File: src/rtl/wb_dma_copy.sv
// Wishbone block-copy master: each word is a single-beat read then a single-beat write, four cycles per word at best.
// One outstanding access; slave wait states stall the copy, and a watchdog turns a hung access into a bus error.
module wb_dma_copy #(
  parameter int WB_ADDR_WIDTH = 32,
  parameter int WB_DATA_WIDTH = 32,
  parameter int LEN_WIDTH     = 16,
  parameter int TIMEOUT       = 255
) (
  input  logic                     clk,
  input  logic                     rst,
  input  logic                     start_i,
  input  logic [WB_ADDR_WIDTH-1:0] src_i,
  input  logic [WB_ADDR_WIDTH-1:0] dst_i,
  input  logic [LEN_WIDTH-1:0]     len_i,
  input  logic                     abort_i,
  output logic                     busy_o,
  output logic                     done_o,
  output logic                     err_o,
  output logic [LEN_WIDTH-1:0]     words_o,
  output logic [WB_ADDR_WIDTH-1:0] m_adr,
  output logic [WB_DATA_WIDTH-1:0] m_dat_w,
  input  logic [WB_DATA_WIDTH-1:0] m_dat_r,
  output logic                     m_cyc,
  output logic                     m_stb,
  output logic                     m_we,
  output logic [3:0]               m_sel,
  input  logic                     m_ack,
  input  logic                     m_err
);
  localparam int AW = WB_ADDR_WIDTH;
  localparam int TW = (TIMEOUT > 1) ? $clog2(TIMEOUT) : 1;
  localparam logic [TW-1:0] TO_LAST = TW'((TIMEOUT > 0) ? TIMEOUT - 1 : 0);

  typedef enum logic [2:0] {IDLE, RD, RGAP, WR, WGAP} state_t;

  state_t                   state_q;
  logic [AW-1:0]            src_q, dst_q, adr_q;
  logic [LEN_WIDTH-1:0]     len_q, words_q;
  logic [WB_DATA_WIDTH-1:0] data_q, dat_w_q;
  logic [TW-1:0]            wd_q;
  logic                     stb_q, we_q, busy_q, done_q, err_q, abort_q;

  logic          wd_fire_d, bus_ok_d, bus_fail_d, abort_pend_d, last_word_d;
  logic [AW-1:0] src_al_d, dst_al_d;
  logic          unused_addr_bits;

  assign src_al_d         = {src_i[AW-1:2], 2'b00};
  assign dst_al_d         = {dst_i[AW-1:2], 2'b00};
  assign unused_addr_bits = ^{src_i[1:0], dst_i[1:0]};

  // An ack arriving on the watchdog's last cycle still wins over the timeout.
  assign wd_fire_d    = (TIMEOUT != 0) && (wd_q == TO_LAST);
  assign bus_fail_d   = m_err || (!m_ack && wd_fire_d);
  assign bus_ok_d     = m_ack && !m_err;
  assign abort_pend_d = abort_q || abort_i;
  assign last_word_d  = (words_q == len_q);

  always_ff @(posedge clk or posedge rst) begin
    if (rst) begin
      state_q <= IDLE;
      src_q   <= '0;
      dst_q   <= '0;
      adr_q   <= '0;
      len_q   <= '0;
      words_q <= '0;
      data_q  <= '0;
      dat_w_q <= '0;
      wd_q    <= '0;
      stb_q   <= 1'b0;
      we_q    <= 1'b0;
      busy_q  <= 1'b0;
      done_q  <= 1'b0;
      err_q   <= 1'b0;
      abort_q <= 1'b0;
    end else begin
      done_q <= 1'b0;
      if (busy_q && abort_i) abort_q <= 1'b1;
      case (state_q)
        IDLE: begin
          if (start_i) begin
            err_q   <= 1'b0;
            words_q <= '0;
            abort_q <= 1'b0;
            if (len_i != '0) begin
              src_q   <= src_al_d;
              dst_q   <= dst_al_d;
              len_q   <= len_i;
              busy_q  <= 1'b1;
              stb_q   <= 1'b1;
              we_q    <= 1'b0;
              adr_q   <= src_al_d;
              wd_q    <= '0;
              state_q <= RD;
            end else begin
              done_q <= 1'b1;
            end
          end
        end
        RD, WR: begin
          if (bus_fail_d) begin
            stb_q   <= 1'b0;
            we_q    <= 1'b0;
            err_q   <= 1'b1;
            done_q  <= 1'b1;
            busy_q  <= 1'b0;
            state_q <= IDLE;
          end else if (bus_ok_d) begin
            stb_q <= 1'b0;
            we_q  <= 1'b0;
            if (state_q == RD) begin
              data_q  <= m_dat_r;
              src_q   <= src_q + AW'(4);
              state_q <= RGAP;
            end else begin
              words_q <= words_q + 1'b1;
              dst_q   <= dst_q + AW'(4);
              state_q <= WGAP;
            end
          end else begin
            wd_q <= wd_q + 1'b1;
          end
        end
        RGAP: begin
          stb_q   <= 1'b1;
          we_q    <= 1'b1;
          adr_q   <= dst_q;
          dat_w_q <= data_q;
          wd_q    <= '0;
          state_q <= WR;
        end
        WGAP: begin
          // Abort is only honoured here, so a read already issued always gets its write.
          if (last_word_d || abort_pend_d) begin
            done_q  <= 1'b1;
            busy_q  <= 1'b0;
            state_q <= IDLE;
          end else begin
            stb_q   <= 1'b1;
            we_q    <= 1'b0;
            adr_q   <= src_q;
            wd_q    <= '0;
            state_q <= RD;
          end
        end
        default: state_q <= IDLE;
      endcase
    end
  end

  assign busy_o  = busy_q;
  assign done_o  = done_q;
  assign err_o   = err_q;
  assign words_o = words_q;
  assign m_adr   = adr_q;
  assign m_dat_w = dat_w_q;
  assign m_cyc   = stb_q;
  assign m_stb   = stb_q;
  assign m_we    = we_q;
  assign m_sel   = {4{stb_q}};
endmodule

File: config.mk
export PLATFORM = sky130hd
export DESIGN_NAME = wb_dma_copy
export DESIGN_NICKNAME = d
export VERILOG_FILES = /design/src/rtl/wb_dma_copy.sv
export SDC_FILE = /design/constraint.sdc
export NUM_CORES = 1
export LEC_CHECK = 0
export BUFFER_PORTS_ARGS = -buffer_cell sky130_fd_sc_hd__buf_2
export CAP_MARGIN = 15
export CORE_AREA = 3 3 140 142
export CTS_BUF_LIST = sky130_fd_sc_hd__clkbuf_8
export DETAILED_ROUTE_END_ITERATION = 6
export DIE_AREA = 0 0 143 145
export PLACE_DENSITY = 0.81
export SLEW_MARGIN = 5
export SYNTH_ARGS = -nofsm -noshare
export SYNTH_HDL_FRONTEND = slang
export SYNTH_SLANG_ARGS = --single-unit
File: constraint.sdc
create_clock -name clk -period 6.6 [get_ports clk]
set_input_delay 0.33 -clock clk [delete_from_list [all_inputs] [get_ports clk]]
set_output_delay 0.33 -clock clk [all_outputs]
set_load 0.03 [all_outputs]
==> impl_results.md, run 1 <==
* Status: complete, but fails checks
* Violated checks: negative hold slack
* H-tree levels at 2
* Num Clock Sinks at 204
* CP Capture Type: flip-flop
* Netlist cell types at between 70 and 80
* Slew Limit Fails at 0
* Cell Pwr Density at 523.0 nW/µm²
* Dominant cell type by area after synthesis: dfrtp_1
* Num CTS Buffers at 37
* Fillers at 1447
* Vias in the first global route at 8872
* CP required at approximately 7.0 ns
* DP HPWL at ~19000 µm
* CP top delay family: simple AND/OR/NAND/NOR gates
* Pin count of the biggest net entering global routing at between 100 and 150
* Via/cell ratio at 6.174
* Min cycle time layout at 2.767 ns
* Post-Place Cell Area at 11590 µm²
* First drt pass iteration count at 6
* Peak VDD IR at 0.0003010 V
* Synth Net Count at 1142
* Antenna violations before repair at 5
* CORE AREA at 18580 µm²
* TNS Setup at 0 ns
* DRC at 0
* Crit-path cells: nor2b_4 > buf_4 > nand3_1 > o22ai_1 > a2bb2oi_1
* Dpl cells at around 1400
* Global-route wire length before repair at 44970 µm
* Setup Viol. Count Final at 0
* Slowest stage delay, CP at 0.84 ns
* Std cell rows at 50
* Layout cell share with drive strength beyond 1 at between 30% and 40%
* Main flop type after synthesis: dfrtp_1
* Arrival @ worst endpoint at 3.16 ns
* Cell with the most instances after synthesis: dfrtp_1
* Io pins at 208
* Gpl congestion at a little over 0.9
* Max_cap viols at 0
* # resized after CTS at 0
* WP buf/inv at 1
* Min Hold Slack at -0.007148 ns
* Final std cell area, no fill at 12320 µm²
* Hold crit path type: in -> async
* Fraction of the yosys area taken by sequential cells at 48.79%
* Measured slew at the worst slew-check pin at 1.045 ns
* Area Growth Syn to Fin at 17.72%
* Mean post-synth cell area at 10.27 µm²
* Layout Utilization at 66.29%
* Fmax at 361.4 MHz
* Initial Util at 56.31%
* Clock Latency Late Sink at 0.52 ns
* LEAKAGE at 5.600 nW
* Vias at 9033
* Non-filler cells, final at 1463
* Clock transition at path regs at 0.06 ns
* Synth top cells by count: dfrtp_1, mux2_2, a21oi_1
* Ys Warns at 0
* NumNets Final at ~1300
* Final hold violations at 1
* Mapped cell area at 10460 µm²
* Die X at 143 µm
* FFs w/ async S/R, synth at 100.0%
* Critical Path Source Type: flip-flop
* RSZ-0062 raised after global routing: no
* Detail Route Antenna Nets at 0
* Total Wirelength at 27870 µm
* Setup Fix Bufs, Post-CTS at 0
* Post-synth EDFFs at 0
* CP max stage cell: buf_4
* Synth Instances at 1019
* CTS Buffer Depth at 3
* CTS tree: yes
* Worst Skew at 0.01115 ns
* Synth top area share at between 40 and 50%
* Die footprint at between 20000 and 25000 µm²
* Critical Path Fanout Max at between 90 and 100
* Max_slew headroom at 30.35%
* Die Y at between 100 and 150 µm
* Overall Power at 6.442 mW
* Avg WL per Cell at 19.05 µm
* Grt ovf at 0
* IO buf count at 203
* Critical path class: reg -> reg
* Cts hold-fix bufs at 0
* DRT iter0 DRCs at 723
* Crit share post-route at 41.92%
* Top cells by area, synth: dfrtp_1, mux2_2, a21oi_1, mux2i_1, a22o_1
* GRT Resource Usage Total at 26.40%
* Clock Tree Root: clkbuf_8
* Synthesized flop and latch total at 204
-- metrics by stage --
| step | setup WS, ns | hold slack [ns] |
|---|---|---|
| 5_1_grt | 3.625 | 0.03195 |
| 4_1_cts | 3.816 | 0.01243 |
| 3_3_place_gp | 3.884 | 0.4603 |
| 2_1_floorplan | 0.7026 | 0.4585 |
| 3_5_place_dp | 3.833 | 0.4698 |
| 6_report | 3.833 | -0.007148 |
-- state kept, by name, summed over array words and instances, names as in the netlist --
name     flops
done_o       1
m_dat_w     32
dst_q       30
words_o     16
wd_q         8
state_q      3
len_q       16
data_q      32
abort_q      1
m_cyc        1
src_q       30
busy_o       1
err_o        1
m_we         1
m_adr       31
-- cell usage in the layout (no fill, tap or decap), types with 4 or more instances in the layout --
cell type and count:
mux2_2 81, a22oi_1 4, and2_1 8, a22o_1 29, nand4_1 24, nor3_1 24
inv_1 55, xnor2_1 21, clkbuf_8 46, nand2_1 51, o21ai_0 46, o22a_1 17
a31o_2 4, and4_1 8, a211oi_1 6, nand3_1 33, or3_1 7, a21oi_1 75
a2bb2oi_1 14, buf_2 203, nor2_1 64, o31ai_1 5, nor4_1 10, o22ai_1 14
and3_1 11, ha_1 5, a41oi_1 5, mux2i_1 31, buf_4 15, dfrtp_1 204
a31oi_1 35, a21o_1 4
-- worst reg2reg max path: stages (launching register included) --
cell       delay (ns)
dfrtp_1          0.61
nor2b_4          0.63
buf_4            0.85
nand3_1          0.28
o22ai_1          0.19
a2bb2oi_1        0.08
-- per-layer routing --
metal,vias to the layer above,GRT usage (%),share of wire (%)
met4,6,9.838,3.4
met1,4379,36.06,42
met5,-,0,0.10
met2,404,40.32,45
li1,4166,-,-
met3,78,7.251,9.2
-- power by group --
part / switching, mW / total (mW) / internal (mW)
clock network: 0.520 / 1.14 / 0.625
registers: 0.554 / 2.39 / 1.83
logic: 1.76 / 2.91 / 1.16
total: 2.83 / 6.44 / 3.61
-- path summary, 6_finish.rpt --
path / from / to / slack (ns) / cells after the start
setup / recovery: state_q[2] / src_q[28] / 3.83 / 5
hold / removal: rst / len_q[0] / -0.007 / 2
setup reg to reg: state_q[2] / src_q[28] / 3.83 / 5
hold reg to reg: m_we / m_we / 0.48 / 1
max in group asynchronous: rst / data_q[8] / 5.00 / 3
min in group clk: m_dat_r[19] / data_q[19] / 0.03 / 2
-- cell type report --
type,instances,area [µm²],area share [%]
Sequential cell,204,5105,41.45
Multi-Input combinational cell,699,4912,39.88
Timing Repair Buffer,218,1129,9.163
Clock buffer,46,633.1,5.140
Tap cell,234,292.8,2.377
Inverter,41,161.4,1.310
Clock inverter,18,76.32,0.6197
Antenna cell,3,7.507,0.06095
-- kinds of logic (layout without fill, tap and decap cells) --
| family | Yosys count | after routing | synth area share (%) |
|---|---|---|---|
| buf+inv | 116 | 323 | 4.712 |
| other cells | 0 | 3 | 0 |
| fa+ha+maj | 5 | 5 | 0.5979 |
| simple gates | 265 | 265 | 13.23 |
| flops | 204 | 204 | 48.79 |
| compound gates | 293 | 293 | 18.95 |
| mux | 113 | 113 | 11.79 |
| xor+xnor | 23 | 23 | 1.925 |
No activity file was read; power rests on OpenSTA's default activity.
==> inputs of run 2 (changes only) <==
==> constraint.sdc (replaced) <==
create_clock -name clk -period 2.75 [get_ports clk]
set_input_delay 0.1375 -clock clk [delete_from_list [all_inputs] [get_ports clk]]
set_output_delay 0.1375 -clock clk [all_outputs]
set_load 0.03 [all_outputs]
==> impl_results.md, run 2 (same netlist as run 1, synthesis figures left out) <==
* Grt ovf at 0 (unchanged)
* Worst reg2reg setup slack at 0.37 ns (-3.46 ns)
* CP required at 3.10 ns (-3.90 ns)
* Slew Limit Fails at 0 (unchanged)
* CP max stage cell: dlygate4sd3_1
* Vias at 9806 (+8.6%)
* Clock transition at path regs at 0.06 ns (about the same)
* Internal power at 8.905 mW (+150%)
* Num CTS Buffers at 36 (-2.7%)
* Io pins at 208 (unchanged)
* Top Layer Used: met4
* Final hold violations at 0 (-1)
* Cell Pwr Density at 1183 nW/µm² (+130%)
* Worst Reg-to-Reg Cells at 5 (unchanged)
* Slowest stage delay, CP at 0.54 ns (-0.30 ns)
* Pin count of the biggest net entering global routing at 95 (-26%)
* Max_cap viols at 0 (unchanged)
* Antenna violations before repair at 1 (-4)
* CP top delay family: simple AND/OR/NAND/NOR gates
* Clock Latency Late Sink at 0.52 ns (about the same)
* Max_slew headroom at 55.33% (+25 points)
* DRC at 0 (unchanged)
* Final std cell area, no fill at 13510 µm² (+9.7%)
* Gpl congestion at 0.9254 (-0.99%)
* GRT Resource Usage Total at 30.47% (+4.1 points)
* LEAKAGE at 6.147 nW (+9.8%)
* Cts hold-fix bufs at 100 (+100)
* Critical Path Source Type: input port
* Min cycle time layout at 2.502 ns
* Post-Place Cell Area at 11810 µm² (+1.9%)
* M1 wire length at 12750 µm (+8.9%)
* CORE AREA at 18580 µm² (unchanged)
* Crit-path cells: dlygate4sd3_1 > buf_2 > nor4_1 > nand4_1 > a31o_2 > nand2_1 > o21ai_0
* Setup Fix Bufs, Post-CTS at 0 (unchanged)
* Hold wc startpoint: dst_i[25]
* DP HPWL at 19990 µm (+5.8%)
* Min Hold Slack at 0.02862 ns (+0.03577 ns)
* Global-route wire length before repair at 51440 µm (+14%)
* Critical path class: in -> reg
* Detail Route Antenna Nets at 0 (unchanged)
* Avg WL per Cell at 20.24 µm (+6.3%)
* Switch Pwr at 7.075 mW (+150%)
* Layout cell share with drive strength beyond 1 at 29.25% (-1.3 points)
* Worst Skew at 0.01744 ns (+0.006286 ns)
* Via/cell ratio at 6.198 (+0.39%)
* DRT iter0 DRCs at 973 (+35%)
* CP Capture Type: flip-flop
* First drt pass iteration count at 5 (-1)
* CTS tree: yes
* Min-Delay Endpoint: dst_q[25]
* Vias in the first global route at 9875 (+11%)
* # resized after CTS at 0 (unchanged)
* Clk pwr share at 17.1% (-0.7 points)
* Total Wirelength at 32020 µm (+15%)
* NumNets Final at 1445 (+9.1%)
* Die X at 143 µm (unchanged)
* Die Y at 145 µm (unchanged)
* Hold crit path type: in -> reg
* Sw frac at 44.27% (+0.35 points)
* Clock Tree Root: clkbuf_8
* Comb pwr share at 46.7% (+1.5 points)
* Commonest non-fill, non-tap cells in the layout: dfrtp_1, buf_2, dlygate4sd3_1
* IO buf count at 203 (unchanged)
* Fmax at 399.6 MHz
* Die footprint at 20740 µm² (unchanged)
* Setup Viol. Count Final at 0 (unchanged)
* Area Growth Syn to Fin at 29.16%
* CTS Buffer Depth at 3 (unchanged)
* Initial Util at 56.31% (unchanged)
* Worst hold stages at 3
* Met2 wire length at 15460 µm (+23%)
* H-tree levels at 2 (unchanged)
* Std cell rows at 50 (unchanged)
* Crit share post-route at ~91%
* Status: finished, final reports clean
* Reg2reg start: state_q[0]
* Flop pwr share at 36.2% (-0.9 points)
* Critical Path Fanout Max at 15 (-84%)
* RSZ-0062 raised after global routing: no
* Num Clock Sinks at 204 (unchanged)
* Commonest non-fill, non-tap cell in the layout: dfrtp_1
* Peak VDD IR at 0.0009153 V (+200%)
* Arrival @ worst endpoint at 2.85 ns (-0.31 ns)
* Measured slew at the worst slew-check pin at 0.6700 ns (-0.3748 ns)
* Met3 wire length at 2863 µm (+11%)
* Critical R2R Capture: src_q[2]
* WP buf/inv at 2 (+1)
run 2: cell count changes in the layout (fill, tap and decap cells not counted):
cell,previous run,this run
inv_8,1,0
dlygate4sd3_1,0,100
inv_1,55,56
clkinvlp_4,2,1
buf_4,15,33
diode_2,3,1
buf_12,0,4
run 2: worst max-delay path by stage:
stage / endpoint / cells past startpoint / from / slack, ns
2_1_floorplan: abort_q / 1 / rst / -0.03
3_3_place_gp: dst_q[25] / 6 / state_q[0] / 0.46
3_5_place_dp: dst_q[25] / 6 / state_q[0] / 0.38
4_1_cts: dst_q[25] / 6 / state_q[0] / 0.36
5_1_grt: src_q[12] / 7 / len_i[8] / 0.18
6_report: src_q[12] / 7 / len_i[8] / 0.25
run 2: routing by layer:
layer	up-vias	track usage (%)
met3	77	7.218
met2	532	49.44
met5	-	0
met4	0	10.31
li1	4412	-
met1	4785	40.17
run 2: cell type report:
type                       count  area (µm²)
tap                          234       292.8
inverter                      41       157.7
antenna                        1       2.502
fill                        1293        5067
clock inverter                17       65.06
sequential                   204        5105
clock buffer                  46       633.1
multi-input combinational    699        4912
timing repair buffer         340        2345
run 2: stage by stage:
| stage | util [%] | setup TNS (ns) | total power [mW] | setup slack [ns] | cells |
|---|---|---|---|---|---|
| 4_1_cts | 72.71 | 0 | 15.80 | 0.3614 | 1581 |
| 6_report | 72.73 | 0 | 15.98 | 0.2476 | 1582 |
| 3_5_place_dp | 63.57 | 0 | 12.91 | 0.3783 | 1418 |
| 2_1_floorplan | - | -6.484 | 10.81 | -0.03178 | 1019 |
| 3_3_place_gp | 63.57 | 0 | 12.62 | 0.4612 | 1418 |
| 5_1_grt | 72.73 | 0 | 16.92 | 0.1821 | 1582 |
run 2: power by group through the flow:
stage	combinational, mW	clock, mW	sequential (mW)
finish	7.47	2.73	5.79
floorplan	4.48	0	6.32
global placement	6.99	0	5.63
CTS	7.35	2.76	5.69
global route	8.07	2.91	5.95
detailed placement	7.20	0	5.71
run 2: tightest hold or removal path, cell delays in order:
cell and delay [ns]:
buf_2 0.11, o21ai_0 0.16, a211oi_1 0.08
==> inputs of run 3 (changes only) <==
--- a/config.mk
+++ b/config.mk
@@ -6,7 +6,6 @@
 export NUM_CORES = 1
 export LEC_CHECK = 0
 export BUFFER_PORTS_ARGS = -buffer_cell sky130_fd_sc_hd__buf_2
-export CAP_MARGIN = 15
 export CORE_AREA = 3 3 140 142
 export CTS_BUF_LIST = sky130_fd_sc_hd__clkbuf_8
 export DETAILED_ROUTE_END_ITERATION = 6
==> constraint.sdc (replaced) <==
create_clock -name clk -period 2.75 [get_ports clk]
set_input_delay 0.275 -clock clk [delete_from_list [all_inputs] [get_ports clk]]
set_output_delay 0.275 -clock clk [all_outputs]
set_load 0.03 [all_outputs]
==> impl_results.md, run 3 (same netlist as run 1, synthesis figures left out) <==
* Status: finished, final reports clean
* Critical path class: in -> reg
* CORE AREA at 18580 µm² (unchanged)
* Avg WL per Cell at 19.93 µm (-1.5%)
* Overall Power at 15.90 mW (-0.51%)
* RSZ-0062 raised after global routing: yes
* CP Capture Type: flip-flop
* Final std cell area, no fill at 13000 µm² (-3.8%)
* Peak VDD IR at 0.0006931 V (-24%)
* Num Clock Sinks at 204 (unchanged)
* Grt ovf at 0 (unchanged)
* Crit share post-route at 96.20% (+5.2 points)
* Global-route wire length before repair at 48920 µm (-4.9%)
* Max_cap viols at 0 (unchanged)
* Commonest non-fill, non-tap cells in the layout: dfrtp_1, buf_2, mux2_2
* LEAKAGE at 5.938 nW (-3.4%)
* Num CTS Buffers at 35 (-2.8%)
* H-tree levels at 2 (unchanged)
* CTS tree: yes
* Dpl cells at 1429 (+0.78%)
* GRT Resource Usage Total at 28.78% (-1.7 points)
* Io pins at 208 (unchanged)
* Via/cell ratio at 6.181 (-0.28%)
* Critical Path Source Type: input port
* Initial Util at 56.31% (unchanged)
* Detail Route Antenna Nets at 0 (unchanged)
* Min Hold Slack at 0.01558 ns (-0.01304 ns)
* Die X at 143 µm (unchanged)
* Clock transition at path regs at 0.06 ns (about the same)
* Slew Limit Fails at 0 (unchanged)
* Non-filler cells, final at 1535 (-3.0%)
* Critical Path Fanout Max at 15 (unchanged)
* DP HPWL at 20310 µm (+1.6%)
* First drt pass iteration count at 6 (+1)
* CP required at 3.10 ns (about the same)
* Worst Skew at 0.02957 ns (+0.01214 ns)
* Min cycle time layout at 2.645 ns (+0.1430 ns)
* Max_slew headroom at 21.04% (-34 points)
* Area Growth Syn to Fin at 24.26%
* Fmax at 378.0 MHz (-5.4%)
* Commonest non-fill, non-tap cell in the layout: dfrtp_1
* Die footprint at 20740 µm² (unchanged)
* Total Wirelength at 30600 µm (-4.4%)
* NumNets Final at 1398 (-3.3%)
* Vias at 9488 (-3.2%)
* Hold crit path type: in -> reg
* Final hold violations at 0 (unchanged)
* Cell Pwr Density at 1223 nW/µm² (+3.4%)
* Antenna violations before repair at 6 (+5)
* Measured slew at the worst slew-check pin at 1.184 ns (+0.5144 ns)
* Arrival @ worst endpoint at 3.00 ns (+0.15 ns)
* Die Y at 145 µm (unchanged)
* Pin count of the biggest net entering global routing at 96 (+1.1%)
* IO buf count at 203 (unchanged)
* DRC at 0 (unchanged)
* Layout cell share with drive strength beyond 1 at 31.23% (+2.0 points)
* Setup Fix Bufs, Post-CTS at 0 (unchanged)
* Post-Place Cell Area at 11880 µm² (+0.59%)
* Gpl congestion at 0.9343 (+0.96%)
* Clock Tree Root: clkbuf_8
* DRT iter0 DRCs at 738 (-24%)
* Vias in the first global route at 9473 (-4.1%)
* Clock Latency Late Sink at 0.53 ns (about the same)
* CTS Buffer Depth at 3 (unchanged)
* Std cell rows at 50 (unchanged)
* Setup Viol. Count Final at 0 (unchanged)
* Fillers at 1360 (+5.2%)
-- run 3: power breakdown --
group / leakage (nW) / switching, mW / internal, mW
clock: 0.400 / 1.24 / 1.50
combinational: 3.09 / 4.45 / 3.00
sequential: 2.45 / 1.31 / 4.40
total: 5.94 / 7.00 / 8.90
-- run 3: final timing paths --
check | to | depth (start not counted) | from | slack [ns]
setup / recovery | m_adr[26] | 7 | len_i[9] | 0.10
min in group asynchronous | len_q[10] | 4 | rst | 0.46
setup reg to reg | m_adr[26] | 5 | state_q[1] | 0.11
max in group asynchronous | dst_q[14] | 4 | rst | 1.78
hold / removal | dst_q[2] | 3 | dst_i[2] | 0.02
hold reg to reg | m_we | 1 | m_we | 0.49
-- run 3: repair_timing --
item / 4_1_cts / 5_1_grt
setup endpoints to repair: 0 / 7
resized for setup: 0 / 0
hold buffers: 42 / 0
hold endpoints to repair: 171 / 0
-- run 3: metal layers --
metal | routed length (µm) | track usage, % | share of wire [%]
met1 | 12140 | 38.41 | 40
met2 | 14550 | 45.49 | 48
met3 | 2908 | 8.042 | 9.5
met4 | 968 | 9.411 | 3.2
met5 | 27 | 0 | 0.088
-- run 3: through the flow --
| step | TNS, ns | setup slack, ns | utilization [%] |
|---|---|---|---|
| 3_3_place_gp | 0 | 0.1149 | 63.95 |
| 5_1_grt | -0.4366 | -0.03991 | 69.95 |
| 6_report | 0 | 0.1046 | 69.97 |
| 4_1_cts | 0 | 0.04227 | 69.87 |
| 3_5_place_dp | 0 | 0.06158 | 63.95 |
| 2_1_floorplan | -34.53 | -0.1693 | - |
-- run 3: worst max-delay path: stages --
cell and delay (ns):
dlygate4sd3_1 0.55, buf_2 0.14, nor4_1 0.38, nand4_1 0.33, o211ai_1 0.72, a21oi_2 0.39
mux2i_1 0.21
-- run 3: final cells by class --
type                    count  area (µm²)  area share (%)
flip-flops and latches    204        5105           39.26
multi-input cells         700        4921           37.85
diodes                      4       10.01         0.07699
inverters                  41       157.7           1.213
well taps                 234       292.8           2.252
clock inverters            16       88.84          0.6833
clock buffers              43       591.8           4.552
repair buffers            293        1834           14.11
